### config.mk
export PLATFORM = sky130hd
export DESIGN_NAME = instr_fetch_stage
export DESIGN_NICKNAME = d
export VERILOG_FILES = /design/src/rtl/if_pkg.sv /design/src/rtl/pc_next_sel.sv /design/src/rtl/instr_fetch_stage.sv
export SDC_FILE = /design/constraint.sdc
export NUM_CORES = 1
export LEC_CHECK = 0
export ABC_AREA = 1
export ABC_CLOCK_PERIOD_IN_PS = 2300
export BUFFER_PORTS_ARGS = -buffer_cell sky130_fd_sc_hd__buf_4
export CAP_MARGIN = 20
export CORE_MARGIN = 4
export CORE_UTILIZATION = 35
export CTS_BUF_LIST = sky130_fd_sc_hd__clkbuf_2 sky130_fd_sc_hd__clkbuf_4 sky130_fd_sc_hd__clkbuf_8
export DETAILED_ROUTE_END_ITERATION = 10
export GPL_TIMING_DRIVEN = 0
export REMOVE_ABC_BUFFERS = 1
export SLEW_MARGIN = 20
export SYNTH_ARGS = -nofsm -noshare
export SYNTH_HDL_FRONTEND = slang
export SYNTH_HIERARCHICAL = 1
export SYNTH_SLANG_ARGS = --single-unit
### constraint.sdc
create_clock -name clk_i -period 2.3 [get_ports clk_i]
set_clock_uncertainty 0.2 [all_clocks]
set_input_delay 0.23 -clock clk_i [delete_from_list [all_inputs] [get_ports clk_i]]
set_output_delay 0.23 -clock clk_i [all_outputs]
set_load 0.05 [all_outputs]
### src/rtl/if_pkg.sv
// Shared encodings and instruction field positions for the fetch stage.
package if_pkg;

    // Decoder Jump_o encoding (the value 2'b11 is never decoded and acts as sequential)
    localparam logic [1:0] JMP_J   = 2'b00;
    localparam logic [1:0] JMP_SEQ = 2'b01;
    localparam logic [1:0] JMP_JR  = 2'b10;

    // Decoder Branch_o encoding (anything other than BR_BEQ means no branch)
    localparam logic [1:0] BR_NONE = 2'b00;
    localparam logic [1:0] BR_BEQ  = 2'b01;

    // sll $0,$0,0 -- the bubble placed into IF/ID on flush or reset
    localparam logic [31:0] NOP_INSTR_DEF = 32'h0000_0000;

    // Instruction field ranges
    localparam int OP_MSB     = 31;
    localparam int OP_LSB     = 26;
    localparam int FUNCT_MSB  = 5;
    localparam int FUNCT_LSB  = 0;
    localparam int IMM_MSB    = 15;
    localparam int IMM_LSB    = 0;
    localparam int TARGET_MSB = 25;
    localparam int TARGET_LSB = 0;

    // Branch target: base plus sign-extended word offset, wrapping mod 2^32
    function automatic logic [31:0] beqTarget(input logic [31:0] base, input logic [15:0] imm);
        return base + {{14{imm[15]}}, imm, 2'b00};
    endfunction

endpackage

### src/rtl/pc_next_sel.sv
// Redirect decode and target selection for the instruction held in IF/ID.
module pc_next_sel
    import if_pkg::*;
(
    input  logic        valid,
    input  logic        stall,
    input  logic [1:0]  jump,
    input  logic [1:0]  branch,
    input  logic        zero,
    input  logic [31:0] rsData,
    input  logic [25:0] instrLow,
    input  logic [31:0] pcPlus4,
    output logic        redirect,
    output logic [31:0] target
);

    logic isJ;
    logic isJr;
    logic brTaken;

    // Jump beats jr beats branch; a bubble or stalled cycle never redirects
    always_comb begin
        isJ      = (jump == JMP_J);
        isJr     = (jump == JMP_JR);
        brTaken  = (branch == BR_BEQ) && zero;
        redirect = valid && !stall && (isJ || isJr || brTaken);
        if (isJ)
            target = {pcPlus4[31:28], instrLow[TARGET_MSB:TARGET_LSB], 2'b00};
        else if (isJr)
            target = rsData & 32'hFFFF_FFFC;  // misaligned jr silently truncated
        else
            target = beqTarget(pcPlus4, instrLow[IMM_MSB:IMM_LSB]);
    end

endmodule

### src/rtl/instr_fetch_stage.sv
// PC register, next-PC selection and IF/ID register of the MIPS datapath.
// Define IF_PERF_CNT_EN to add fetch/flush event counters.
module instr_fetch_stage
    import if_pkg::*;
#(
    parameter logic [31:0] RESET_PC  = 32'h0000_0000,
    parameter logic [31:0] NOP_INSTR = NOP_INSTR_DEF
) (
    input  logic        clk_i,
    input  logic        rst_i,
    output logic [31:0] imem_addr_o,
    input  logic [31:0] imem_data_i,
    input  logic        stall_i,
    input  logic [1:0]  jump_i,
    input  logic [1:0]  branch_i,
    input  logic        zero_i,
    input  logic [31:0] rs_data_i,
    output logic [31:0] pc_o,
    output logic [31:0] instr_o,
    output logic [31:0] pc_plus4_o,
    output logic        valid_o
`ifdef IF_PERF_CNT_EN
    ,
    output logic [31:0] fetch_cnt_o,
    output logic [31:0] flush_cnt_o
`endif
);

    logic [31:0] pcQ;
    logic [31:0] instrQ;
    logic [31:0] pcPlus4Q;
    logic        validQ;
    logic        redirect;
    logic [31:0] target;
    logic [31:0] pcInc;

    assign pcInc = pcQ + 32'd4;  // wraps FFFF_FFFC -> 0

    pc_next_sel uNextSel (
        .valid    (validQ),
        .stall    (stall_i),
        .jump     (jump_i),
        .branch   (branch_i),
        .zero     (zero_i),
        .rsData   (rs_data_i),
        .instrLow (instrQ[25:0]),
        .pcPlus4  (pcPlus4Q),
        .redirect (redirect),
        .target   (target)
    );

    // PC and IF/ID update: redirect flushes, stall holds, otherwise fetch sequentially
    always_ff @(posedge clk_i or negedge rst_i) begin
        if (!rst_i) begin
            pcQ      <= RESET_PC;
            instrQ   <= NOP_INSTR;
            pcPlus4Q <= 32'd0;
            validQ   <= 1'b0;
        end else if (redirect) begin
            pcQ    <= target;
            instrQ <= NOP_INSTR;
            validQ <= 1'b0;
        end else if (!stall_i) begin
            pcQ      <= pcInc;
            instrQ   <= imem_data_i;
            pcPlus4Q <= pcInc;
            validQ   <= 1'b1;
        end
    end

`ifdef IF_PERF_CNT_EN
    logic [31:0] fetchCnt;
    logic [31:0] flushCnt;

    // Count sequential IF/ID loads and redirects
    always_ff @(posedge clk_i or negedge rst_i) begin
        if (!rst_i) begin
            fetchCnt <= 32'd0;
            flushCnt <= 32'd0;
        end else if (redirect) begin
            flushCnt <= flushCnt + 32'd1;
        end else if (!stall_i) begin
            fetchCnt <= fetchCnt + 32'd1;
        end
    end

    assign fetch_cnt_o = fetchCnt;
    assign flush_cnt_o = flushCnt;
`else
    // No event counters in this build
`endif

    assign imem_addr_o = pcQ;
    assign pc_o        = pcQ;
    assign instr_o     = instrQ;
    assign pc_plus4_o  = pcPlus4Q;
    assign valid_o     = validQ;

endmodule

### Word level (Yosys, flattened, before mapping)

Index checks and enable logic that the tools add are counted.

* register bits after elaboration: 97
* input bits: 72
* output and inout port bits: 129
* logic and storage cells: 27

* add/sub/neg operators: 2
* eq/ne operators: 3
* multiplexer cells: 8
* bitwise operators: 2
* reductions and logical operators: 8

Operator list (count)
* $mux 32: 6
* $add 32x3->32 const B: 1
* $add 32x32->32: 1
* $logic_and 1x1->1: 3
* $eq 2x1->1 const B: 1
* $eq 2x2->1 const B: 1
* $logic_not 2->1: 1
* $logic_or 1x1->1: 2
* $mux 1: 2
* $ne 2x1->1 const B: 1
* $not 1->1: 2
* $reduce_and 2->1: 1
* $logic_not 1->1: 1

### Longest topological paths before layout

Gate-level depths: netlist of the first run.

* depth after elaboration: 6
* gate-level depth with buffers: 18
* depth with buffers taken out: 18

### Modules after synthesis

The synthesis of the first run kept the hierarchy.

Modules (own cells, without submodules)
* instr_fetch_stage: times used 1, cells each 563, area an instance 4819.6 µm²
* pc_next_sel: times used 1, cells each 545, area an instance 2693.8 µm²

### Least setup slack after synthesis of the first run

No wires, ideal clock.

* kind: flip-flop to flip-flop
* start: register instrQ[15] (netlist: instr_o[15])
* end: register pcQ[28] (netlist: imem_addr_o[28])
* setup time: 0.119 ns
* arrival time: 2.301 ns
* data required time: 1.981 ns
* path slack: -0.321 ns
* stages on the path, launching flop included: 14
* buffers on the path: 0
* clock period less this slack: 2.621 ns
* cells stage by stage: dfrtp_1 -> ha_1 -> a21oi_1 -> nor2_1 -> nor2_1 -> o21ai_1 -> a21oi_1 -> nand3_1 -> nand3_1 -> nand2_1 -> nand2_1 -> o21ai_0 -> inv_1 -> nand2_1

* cells in the longest elaborated chain, start to end: 4

Ends and longest elaborated chain
* from (decl): line instr_fetch_stage.sv:30 `logic [31:0] instrQ;`
* from (signal assigned): line instr_fetch_stage.sv:65 `instrQ <= imem_data_i;`
* $add 32x32->32: line if_pkg.sv:28 `return base + {{14{imm[15]}}, imm, 2'b00};`
* $mux 32: line pc_next_sel.sv:29 `else if (isJr)`
* $mux 32: line pc_next_sel.sv:27 `if (isJ)`
* named net target[28]: line instr_fetch_stage.sv:34 `logic [31:0] target;`
* $mux 32: line instr_fetch_stage.sv:59 `end else if (redirect) begin`
* to (signal assigned): line instr_fetch_stage.sv:60 `pcQ <= target;`
* to (signal assigned): line instr_fetch_stage.sv:64 `pcQ <= pcInc;`
* to (decl): line instr_fetch_stage.sv:29 `logic [31:0] pcQ;`

The timed path passes the listed nets, and every way through them passes these cells.
A chain may end at the register's enable or synchronous reset.

### Worst setup path after layout of the first run

* start: register pcPlus4Q[2] (netlist: pc_plus4_o[2])
* end: register pcQ[14] (netlist: imem_addr_o[14])

* cells in the longest elaborated chain, start to end: 4

Ends and longest elaborated chain
* from (decl): line instr_fetch_stage.sv:31 `logic [31:0] pcPlus4Q;`
* from (signal assigned): line instr_fetch_stage.sv:66 `pcPlus4Q <= pcInc;`
* $add 32x32->32: line if_pkg.sv:28
* $mux 32: line pc_next_sel.sv:29
* $mux 32: line pc_next_sel.sv:27
* named net target[14]: line instr_fetch_stage.sv:34
* $mux 32: line instr_fetch_stage.sv:59

The timed path passes the listed nets, and every way through them passes these cells.

==> flow_summary_export.csv, run 1 <==
group,metric,value,unit
outcome,status,"finished, violations left",
outcome,violations,"setup timing",
route,drtAntennaViolNets,0,
route,drt-initial-drc-count,618,
floorplan,fp.dieArea,0.0239,sq mm
critical_path,critPathArrivalTime,2.67,ns
critical_path,worst_setup_path_end_kind,"register",
global_route,grtUsageMet2,37.9,%
yosys,ys_seq_elements,97,
timing,rsz0062_at_grt,"true",
timing,setup_viol,19,
final_layout,area_growth,47.1,%
floorplan,die_x,155,um
clock_network,clock_path_buffers,2,
placed_design,numPortBuffers,198,
floorplan,row_count,53,
final_layout,layout_commonest_cell,"nand2_1",
timing,hold_viol,0,
final_layout,n_antenna_cell,0,
pwr,vdd_ir_drop_max,0.569,mV
route,totalWireLength,28800,um
yosys,yosysWarnings,6,
critical_path,crit_required,2.42,ns
final_layout,drive_above_1_share,37.9,%
floorplan,core-area,0.0211,sq mm
min_path,hold_path.class,"input pin to register",
global_route,grt_util_met3,3.53,%
route,firstDrtPassIters,5,
critical_path,startpoint_type,"register",
clock_network,htreeDepth,3,
final_layout,fin_nets,1447,
pwr,clkPwrFrac,10.3,%
yosys,synth_area_leader_cell,"dfrtp_1",
global_route,grt_pass1_vias,7948,
timing,setup_ws,-0.245,ns
final_layout,most-common-layout-cells,"344 x nand2_1, 239 x buf_4, 121 x inv_1, 78 x dfrtp_1, 73 x nand3_1",
clock_network,cts_made_buffers,9,
global_route,busiest_layer,"met2",
critical_path,critPathMaxFanout,4,
route,avgViaCountPerCell,5.11,
critical_path,worst-setup-path-type,"register to register",
yosys,yosys.cell_types.count,35,
timing,slew_violations,0,
timing,fmax,0.393,GHz
timing,worstMarginPinSlew,0.927,ns
clock_network,insertion_delay,0.40,ns
timing,fin_crit,2.54,ns
clock_network,cts-root-buf,"clkbuf_8",
pwr,p_int,5000,uW
floorplan,ios,201,
timing,hold_slack,0.0503,ns
yosys,synth_edf_count,0,
pwr,p_sw,5960,uW
clock_network,cts.clk_slew.worst_paths,0.11,ns
yosys,ys.flop_type,"dfrtp_1",
yosys,synthArstFlopShare,100,%
global_route,use_met1,31.3,%
yosys,syn_area_per_cell,6.78,sq um
pwr,pwr-share-comb,64.2,%
global_route,globalRouteTotalUtil,23.0,%
yosys,yosysSeqAreaShare,32.3,%
floorplan,die_h,155,um
timing,slew_headroom,38.2,%
route,routed-via-count,8295,
global_route,grt_antenna_before_repair,0,
run,maxCapViolations,0,
clock_network,cts_tree,"built",
pwr,p_sw_share,54.4,%
final_layout,fillers,2053,
timing,fin_crit_sh,111,%
yosys,yosys-top-cells-area,"dfrtp_1 32%, nand2_1 20%, inv_1 6.5%",
timing,finalSetupTns,-1.92,ns
global_route,grt_overflow_total,0,
yosys,yosysTopAreaCellShare,32.3,%
placed_design,dp_hpwl,20100,um
floorplan,start_util,35.6,%
global_route,grt_first_pass_wirelength,43400,um
route,drc,0,
yosys,synth_area,0.00751,sq mm
clock_network,cts.sink_count,97,
yosys,synthCells,1108,
global_route,grt_max_degree,98,
pwr,leakage,0.00556,uW
pwr,seq_power_share,25.5,%
route,wl_per_cell,17.7,um
pwr,powerDensity,992,mW/mm^2
placed_design,gp_congestion,0.903,
## registers in the layout (all words and copies together) (netlist names)
name,count
imem_addr_o,32
instr_o,32
pc_plus4_o,32
valid_o,1
## area by class of cell
class / instances / area, sq um / share of cell area (%)
well taps: 275 / 344 / 3.11
repair buffers: 285 / 2350 / 21.2
flip-flops and latches: 97 / 2450 / 22.2
inverters: 138 / 526 / 4.75
clock inverters: 7 / 53.8 / 0.487
clock buffers: 9 / 124 / 1.12
multi-input cells: 813 / 5210 / 47.1
## routing by layer
layer  vias up  wire length (um)  part of all wire (%)
li1       4001                 -                     -
met1      3946             12600                    44
met2       303             13600                    47
met3        45              1870                   6.5
met4         0               703                   2.4
met5         -                 0                     0
## worst max-delay path: stages (launching register included)
cell	delay (ns)
dfrtp_1	0.43
ha_4	0.18
fa_2	0.40
nand2_2	0.08
inv_2	0.04
nand2_2	0.06
nand2_4	0.08
nand3_2	0.07
nand3b_1	0.18
buf_4	0.20
buf_6	0.12
a21oi_4	0.15
o21ai_2	0.08
nand3_2	0.07
nand2_1	0.06
nand3_1	0.08
## synthesized netlist by cell type, drive strengths merged (2+ instances only)
master,instances
xor2,2
o21bai,13
a21oi,38
inv,138
buf,56
nand3,105
nor3,7
nor2,87
o21ai,39
clkbuf,5
nand3b,2
nand4,4
dfrtp,97
a22o,42
nand2,416
xnor2,9
and2,4
ha,30
o211ai,8
or2,2
## timing repair
| item | CTS | global route |
|---|---|---|
| setup endpoints to repair | 54 | 25 |
| endpoints found under the hold margin | 131 | 0 |
| pin swaps | 33 | 63 |
| cloned | 1 | 0 |
| gates resized for setup | 117 | 134 |
| hold buffers | 35 | 0 |
| buffers inserted | 22 | 25 |
## power by group through the flow
| stage | logic (uW) | clock network (uW) | registers [uW] |
|---|---|---|---|
| CTS | 6350 | 1160 | 2770 |
| detailed placement | 5680 | 0 | 2750 |
| global placement | 5610 | 0 | 2740 |
| finish | 7040 | 1130 | 2790 |
| floorplan | 1940 | 0 | 4550 |
| global route | 7460 | 1230 | 2860 |
## through the flow
stage	instances	setup WS [ns]	total power [uW]	cell area [sq um]	util [%]
floorplan	1047	-1.22	6490	7110	-
global placement	1520	-3.99	8350	8940	42.4
detailed placement	1525	-0.693	8420	9090	43.1
CTS	1599	-0.149	10300	10400	49.3
global route	1624	-0.334	11500	11100	52.4
finish	1624	-0.245	11000	11100	52.4
## cell families after synthesis
group,after synthesis,share of synthesized area (%)
and+or+nand+nor,628,36.6
DFF,97,32.3
buffers and inverters,199,12.3
xor gates and xnor gates,11,1.28
AOI/OAI and AO/OA,142,12.3
adders and majority gates,31,5.26
## final timing paths
path                              endpoint  slack [ns]          start  depth (start not counted)
setup / recovery           imem_addr_o[14]       -0.24  pc_plus4_o[2]                         15
hold / removal             imem_addr_o[12]        0.05  rs_data_i[12]                          5
setup reg to reg           imem_addr_o[14]       -0.24  pc_plus4_o[2]                         15
hold reg to reg                instr_o[30]        0.32    instr_o[30]                          1
max in group asynchronous      instr_o[15]        0.89          rst_i                          2
min in group asynchronous      instr_o[29]        0.30          rst_i                          2
No activity file was read; power rests on OpenSTA's default activity.
==> inputs of run 2 (changes only) <==
--- a/config.mk
+++ b/config.mk
@@ -11,11 +11,9 @@
 export CAP_MARGIN = 20
 export CORE_MARGIN = 4
 export CORE_UTILIZATION = 35
-export CTS_BUF_LIST = sky130_fd_sc_hd__clkbuf_2 sky130_fd_sc_hd__clkbuf_4 sky130_fd_sc_hd__clkbuf_8
 export DETAILED_ROUTE_END_ITERATION = 10
 export GPL_TIMING_DRIVEN = 0
 export REMOVE_ABC_BUFFERS = 1
-export SLEW_MARGIN = 20
 export SYNTH_ARGS = -nofsm -noshare
 export SYNTH_HDL_FRONTEND = slang
 export SYNTH_HIERARCHICAL = 1
==> run 2 against run 1 <==
The run still ends with setup timing left. Power up 2.8%. Critical path depth is 1 higher. Global-route usage is 0.21 points higher. Highest routed layer unchanged.
==> flow_summary_export.csv, run 2 (synthesized netlist as in run 1, its figures left out) <==
group,metric,value,unit
global_route,grt_overflow_total,0,
critical_path,ff2ff_path_depth,16,
final_layout,fin_area,0.0111,sq mm
timing,fin_crit,2.50,ns
critical_path,critPathTopFamily,"simple AND/OR/NAND/NOR gates",
min_path,min_from,"stall_i",
clock_network,insertion_delay,0.36,ns
global_route,grt_pass1_vias,8063,
final_layout,finalNonFillerCells,1617,
route,totalWireLength,28600,um
final_layout,most-common-layout-cells,"361 x nand2_1, 230 x buf_4, 122 x inv_1, 79 x nand3_1, 79 x dfrtp_1",
clock_network,htreeDepth,3,
critical_path,critPathMaxStageDelay,0.42,ns
placed_design,dp_hpwl,20500,um
clock_network,cts.sink_count,97,
run,maxCapViolations,0,
critical_path,critPathArrivalTime,2.56,ns
timing,slew_violations,0,
final_layout,register_area,0.00245,sq mm
route,drtAntennaViolNets,0,
pwr,powerDensity,1020,mW/mm^2
final_layout,multi_input_comb_area,0.00510,sq mm
clock_network,clock_path_buffers,2,
pwr,leakage,0.00556,uW
critical_path,critPathMaxFanout,4,
floorplan,die_h,155,um
outcome,violations,"setup timing",
timing,fmax,0.400,GHz
final_layout,fillers,2048,
critical_path,startpoint_type,"register",
floorplan,start_util,35.6,%
floorplan,ios,201,
clock_network,cts.clk_slew.worst_paths,0.08,ns
final_layout,drive_above_1_share,35.4,%
timing,setup_ws,-0.198,ns
route,firstDrtPassIters,7,
route,wl_per_cell,17.7,um
critical_path,slowest_stage,"dfrtp_1",
final_layout,final_util,52.5,%
pwr,vdd_ir_drop_max,0.600,mV
global_route,globalRouteTotalUtil,23.2,%
timing,worstMarginPinSlew,0.775,ns
final_layout,fin_nets,1440,
timing,finalSetupTns,-1.98,ns
critical_path,path_cells,"ha_4 > fa_2 > nand2_2 > inv_2 > nand2_2 > nand2_4 > nand3_2 > nand3b_1 > nand2_2 > nand3b_1 > nand3_2 > nand2_1 > nand2_1 > o21ai_0 > inv_1 > nand2_1",
timing,setup_viol,16,
placed_design,dpl.cell_count,1527,
clock_network,cts_made_buffers,9,
floorplan,die_x,155,um
min_path,hold_depth,4,
critical_path,crit_buf_inv,2,
critical_path,r2r-end,"imem_addr_o[22]",
min_path,worst_hold_path.endpoint,"pc_plus4_o[23]",
final_layout,layout_commonest_cell,"nand2_1",
global_route,grt_first_pass_wirelength,43800,um
critical_path,r2r_setup_slack,-0.20,ns
clock_network,cts_tree,"built",
critical_path,rr_startpoint,"pc_plus4_o[2]",
floorplan,fp.dieArea,0.0239,sq mm
floorplan,row_count,53,
timing,slew_headroom,48.3,%
final_layout,area_growth,47.2,%
critical_path,crit_required,2.36,ns
route,routed-via-count,8190,
placed_design,gp_congestion,0.903,
global_route,grt_antenna_before_repair,0,
route,drt-initial-drc-count,529,
route,drc,0,
floorplan,core-area,0.0211,sq mm
final_layout,n_antenna_cell,0,
route,avgViaCountPerCell,5.06,
critical_path,worst-setup-path-type,"register to register",
timing,fin_crit_sh,109,%
timing,rsz0062_at_grt,"true",
outcome,status,"finished, violations left",
min_path,hold_path.class,"input pin to register",
critical_path,worst_setup_path_end_kind,"register",
global_route,grt_max_degree,66,
placed_design,numPortBuffers,198,
clock_network,cts-root-buf,"clkbuf_16",
timing,hold_viol,0,
placed_design,placed_area,0.00913,sq mm
[run 2: cell types whose count changed in the layout (fill, tap and decap cells not counted), moves of 4 or more]
cell,before,now
buf_4,239,230
buf_12,3,7
clkbuf_8,9,0
nand3_2,29,23
nand2_1,344,361
a21oi_4,9,5
nand3_1,73,79
nand2_2,57,38
clkbuf_16,0,9
[run 2: cell type report]
| cell class | instances | area share [%] |
|---|---|---|
| Clock inverter | 6 | 0.452 |
| Clock buffer | 10 | 2.07 |
| Inverter | 138 | 4.73 |
| Sequential cell | 97 | 22.2 |
| Tap cell | 275 | 3.11 |
| Timing Repair Buffer | 279 | 21.3 |
| Multi-Input combinational cell | 812 | 46.1 |
[run 2: stage by stage]
step | power, uW | worst slack (ns) | hold WS, ns
6_report | 11300 | -0.198 | 0.0628
3_5_place_dp | 8430 | -0.601 | 0.0174
4_1_cts | 10800 | -0.164 | 0.0473
5_1_grt | 11800 | -0.295 | 0.0834
2_1_floorplan | 6490 | -1.22 | -0.266
3_3_place_gp | 8350 | -3.99 | 0.259
[run 2: worst register-to-register path, cell delays in order (launching register included)]
cell and delay (ns):
dfrtp_1 0.42, ha_4 0.18, fa_2 0.38, nand2_2 0.09, inv_2 0.04, nand2_2 0.07
nand2_4 0.08, nand3_2 0.08, nand3b_1 0.20, nand2_2 0.15, nand3b_1 0.12, nand3_2 0.10
nand2_1 0.05, nand2_1 0.06, o21ai_0 0.07, inv_1 0.07, nand2_1 0.05
[run 2: timing repair]
item / CTS / global route
setup endpoints to repair: 57 / 26
resized for setup: 142 / 75
endpoints found under the hold margin: 66 / 0
buffers inserted: 24 / 16
pin swaps: 44 / 42
hold buffers: 35 / 0
[run 2: worst max path at each step]
| stage | from | to | depth (start not counted) | slack [ns] |
|---|---|---|---|---|
| after floorplan | valid_o | imem_addr_o[5] | 7 | -1.22 |
| after global placement | jump_i[0] | imem_addr_o[19] | 9 | -3.99 |
| after detailed placement | jump_i[0] | imem_addr_o[5] | 10 | -0.60 |
| after CTS | instr_o[15] | imem_addr_o[29] | 14 | -0.16 |
| after global routing | instr_o[15] | imem_addr_o[29] | 15 | -0.30 |
| final | pc_plus4_o[2] | imem_addr_o[22] | 16 | -0.20 |
[run 2: layer usage]
| layer | GRT usage [%] | vias to the layer above | routed length [um] |
|---|---|---|---|
| met5 | 0 | - | 0 |
| met1 | 31.9 | 3883 | 12700 |
| li1 | - | 3996 | - |
| met3 | 3.64 | 37 | 1760 |
| met2 | 38.0 | 274 | 13600 |
| met4 | 6.77 | 0 | 545 |
[run 2: where the power goes]
| part | leakage [uW] | internal [uW] | switching, uW |
|---|---|---|---|
| clock network | 0.000135 | 754 | 805 |
| logic | 0.00421 | 2410 | 4480 |
| registers | 0.00122 | 2110 | 707 |
==> inputs of run 3 (changes only) <==
--- a/config.mk
+++ b/config.mk
@@ -18,3 +18,4 @@
 export SYNTH_HDL_FRONTEND = slang
 export SYNTH_HIERARCHICAL = 1
 export SYNTH_SLANG_ARGS = --single-unit
+export TNS_END_PERCENT = 30
==> run 3 against run 2 <==
The run still ends with setup timing left. Maximum frequency is 0.18% lower. Sequential power about the same. Sequential share of layout area up 0.33 points. Worst setup slack worse by 0.0044 ns. Cell count shrank 0.80%. Sequential cell count unchanged. Die area is the same. Critical path type unchanged. Highest routed layer unchanged.
==> flow_summary_export.csv, run 3 (synthesized netlist as in run 1, its figures left out) <==
group,metric,value,unit
route,avgViaCountPerCell,5.08,
critical_path,startpoint_type,"register",
timing,hold_viol,0,
pwr,vdd_ir_drop_max,0.599,mV
global_route,grt_pass1_vias,8063,
global_route,grt_max_degree,66,
timing,fmax,0.400,GHz
floorplan,ios,201,
final_layout,fin_nets,1427,
route,drt-initial-drc-count,634,
timing,worstMarginPinSlew,0.759,ns
pwr,p_int,5170,uW
route,wl_per_cell,17.7,um
timing,slew_violations,0,
placed_design,dp_hpwl,20500,um
pwr,leakage,0.00548,uW
global_route,grt_overflow_total,0,
final_layout,drive_above_1_share,33.4,%
route,drc,0,
timing,setup_ws,-0.202,ns
placed_design,gp_congestion,0.903,
global_route,grt_util_met3,3.64,%
clock_network,cts-root-buf,"clkbuf_16",
critical_path,critPathMaxStageDelay,0.42,ns
floorplan,fp.dieArea,0.0239,sq mm
critical_path,ff2ff_path_depth,16,
final_layout,most-common-layout-cells,"370 x nand2_1, 219 x buf_4, 124 x inv_1, 83 x dfrtp_1, 79 x nand3_1",
global_route,grtUsageMet2,38.0,%
critical_path,r2r-end,"imem_addr_o[22]",
timing,rsz0062_at_grt,"true",
clock_network,insertion_delay,0.36,ns
timing,fin_crit_sh,109,%
pwr,powerDensity,1020,mW/mm^2
run,maxCapViolations,0,
outcome,violations,"setup timing",
placed_design,numPortBuffers,198,
clock_network,clock_path_buffers,2,
floorplan,start_util,35.6,%
route,totalWireLength,28300,um
critical_path,critPathCapture,"imem_addr_o[22]",
timing,setup_viol,17,
timing,slew_headroom,49.4,%
final_layout,finalNonFillerCells,1604,
critical_path,worst-setup-path-type,"register to register",
critical_path,critPathLaunch,"pc_plus4_o[2]",
route,firstDrtPassIters,7,
clock_network,htreeDepth,3,
critical_path,worst_setup_path_end_kind,"register",
clock_network,cts_tree,"built",
critical_path,path_cells,"ha_4 > fa_2 > nand2_2 > inv_2 > nand2_2 > nand2_4 > nand3_2 > nand3b_1 > nand2_2 > nand3b_1 > nand3_2 > nand2_1 > nand2_1 > o21ai_0 > inv_1 > nand2_1",
critical_path,rr_startpoint,"pc_plus4_o[2]",
global_route,use_met1,31.9,%
final_layout,layout_commonest_cell,"nand2_1",
timing,fin_crit,2.50,ns
global_route,grt_first_pass_wirelength,43800,um
critical_path,critPathArrivalTime,2.56,ns
final_layout,n_antenna_cell,0,
min_path,hold_path.class,"input pin to register",
global_route,busiest_layer,"met2",
floorplan,die_h,155,um
pwr,pwr-share-comb,60.6,%
pwr,seq_power_share,25.4,%
critical_path,slowest_stage,"dfrtp_1",
global_route,grt_antenna_before_repair,0,
route,routed-via-count,8148,
floorplan,row_count,53,
route,drtAntennaViolNets,0,
clock_network,cts_made_buffers,9,
global_route,globalRouteTotalUtil,23.2,%
pwr,p_sw,5910,uW
final_layout,final_util,51.6,%
placed_design,dpl.cell_count,1527,
floorplan,die_x,155,um
pwr,total_power,11100,uW
pwr,clkPwrFrac,14.0,%
outcome,status,"finished, violations left",
pwr,p_sw_share,53.4,%
floorplan,core-area,0.0211,sq mm
min_path,min_from,"stall_i",
final_layout,area_growth,44.8,%
final_layout,fillers,2062,
critical_path,crit_required,2.36,ns
clock_network,cts.sink_count,97,
critical_path,r2r_setup_slack,-0.20,ns
critical_path,critPathMaxFanout,4,
clock_network,cts.clk_slew.worst_paths,0.08,ns
[run 3: worst min path at each step]
stage,endpoint,slack [ns],depth (start not counted)
final,pc_plus4_o[23],0.06,4
after global placement,instr_o[28],0.26,2
after CTS,pc_plus4_o[23],0.05,4
after floorplan,imem_addr_o[0],-0.27,0
after global routing,pc_plus4_o[31],0.08,4
after detailed placement,instr_o[29],0.02,1
[run 3: area by class of cell]
class                   instances  area, sq um  area share (%)
multi-input cells             812         5030            46.2
flip-flops and latches         97         2450            22.5
repair buffers                266         2260            20.7
inverters                     138          523            4.81
well taps                     275          344            3.16
clock buffers                  10          229            2.10
clock inverters                 6         50.0           0.460
[run 3: timing repair]
action	CTS	global route
endpoints found under the setup margin	57	26
hold endpoints to repair	66	0
resized for setup	142	48
hold buffers	35	0
pin swaps	44	25
buffers inserted	24	2
[run 3: power groups by stage]
stage	Sequential, uW	Combinational (uW)	Clock [uW]
global route	2880	7130	1630
floorplan	4550	1940	0
global placement	2740	5610	0
finish	2810	6720	1550
CTS	2790	6450	1570
detailed placement	2750	5680	0
[run 3: critical path: cells and delay by family, from the launching register on]
kind	cells	cell delay, ns
AOI/OAI and AO/OA	1	0.07
adders and majority gates	2	0.56
and+or+nand+nor	11	1.02
DFF	1	0.42
buffers and inverters	2	0.11
[run 3: per-stage QoR]
| stage | setup WS, ns | TNS [ns] | hold WS (ns) | area [sq um] |
|---|---|---|---|---|
| 2_1_floorplan | -1.22 | -90.34 | -0.266 | 7110 |
| 3_3_place_gp | -3.99 | -340.78 | 0.259 | 8940 |
| 3_5_place_dp | -0.601 | -21.49 | 0.0174 | 9130 |
| 4_1_cts | -0.164 | -1.42 | 0.0473 | 10700 |
| 5_1_grt | -0.296 | -4.51 | 0.0834 | 10900 |
| 6_report | -0.202 | -1.97 | 0.0626 | 10900 |
[run 3: metal layers]
metal,up-vias,wire [um]
met4,0,552
met1,3851,12600
met2,287,13400
li1,3971,-
met3,39,1750
met5,-,0
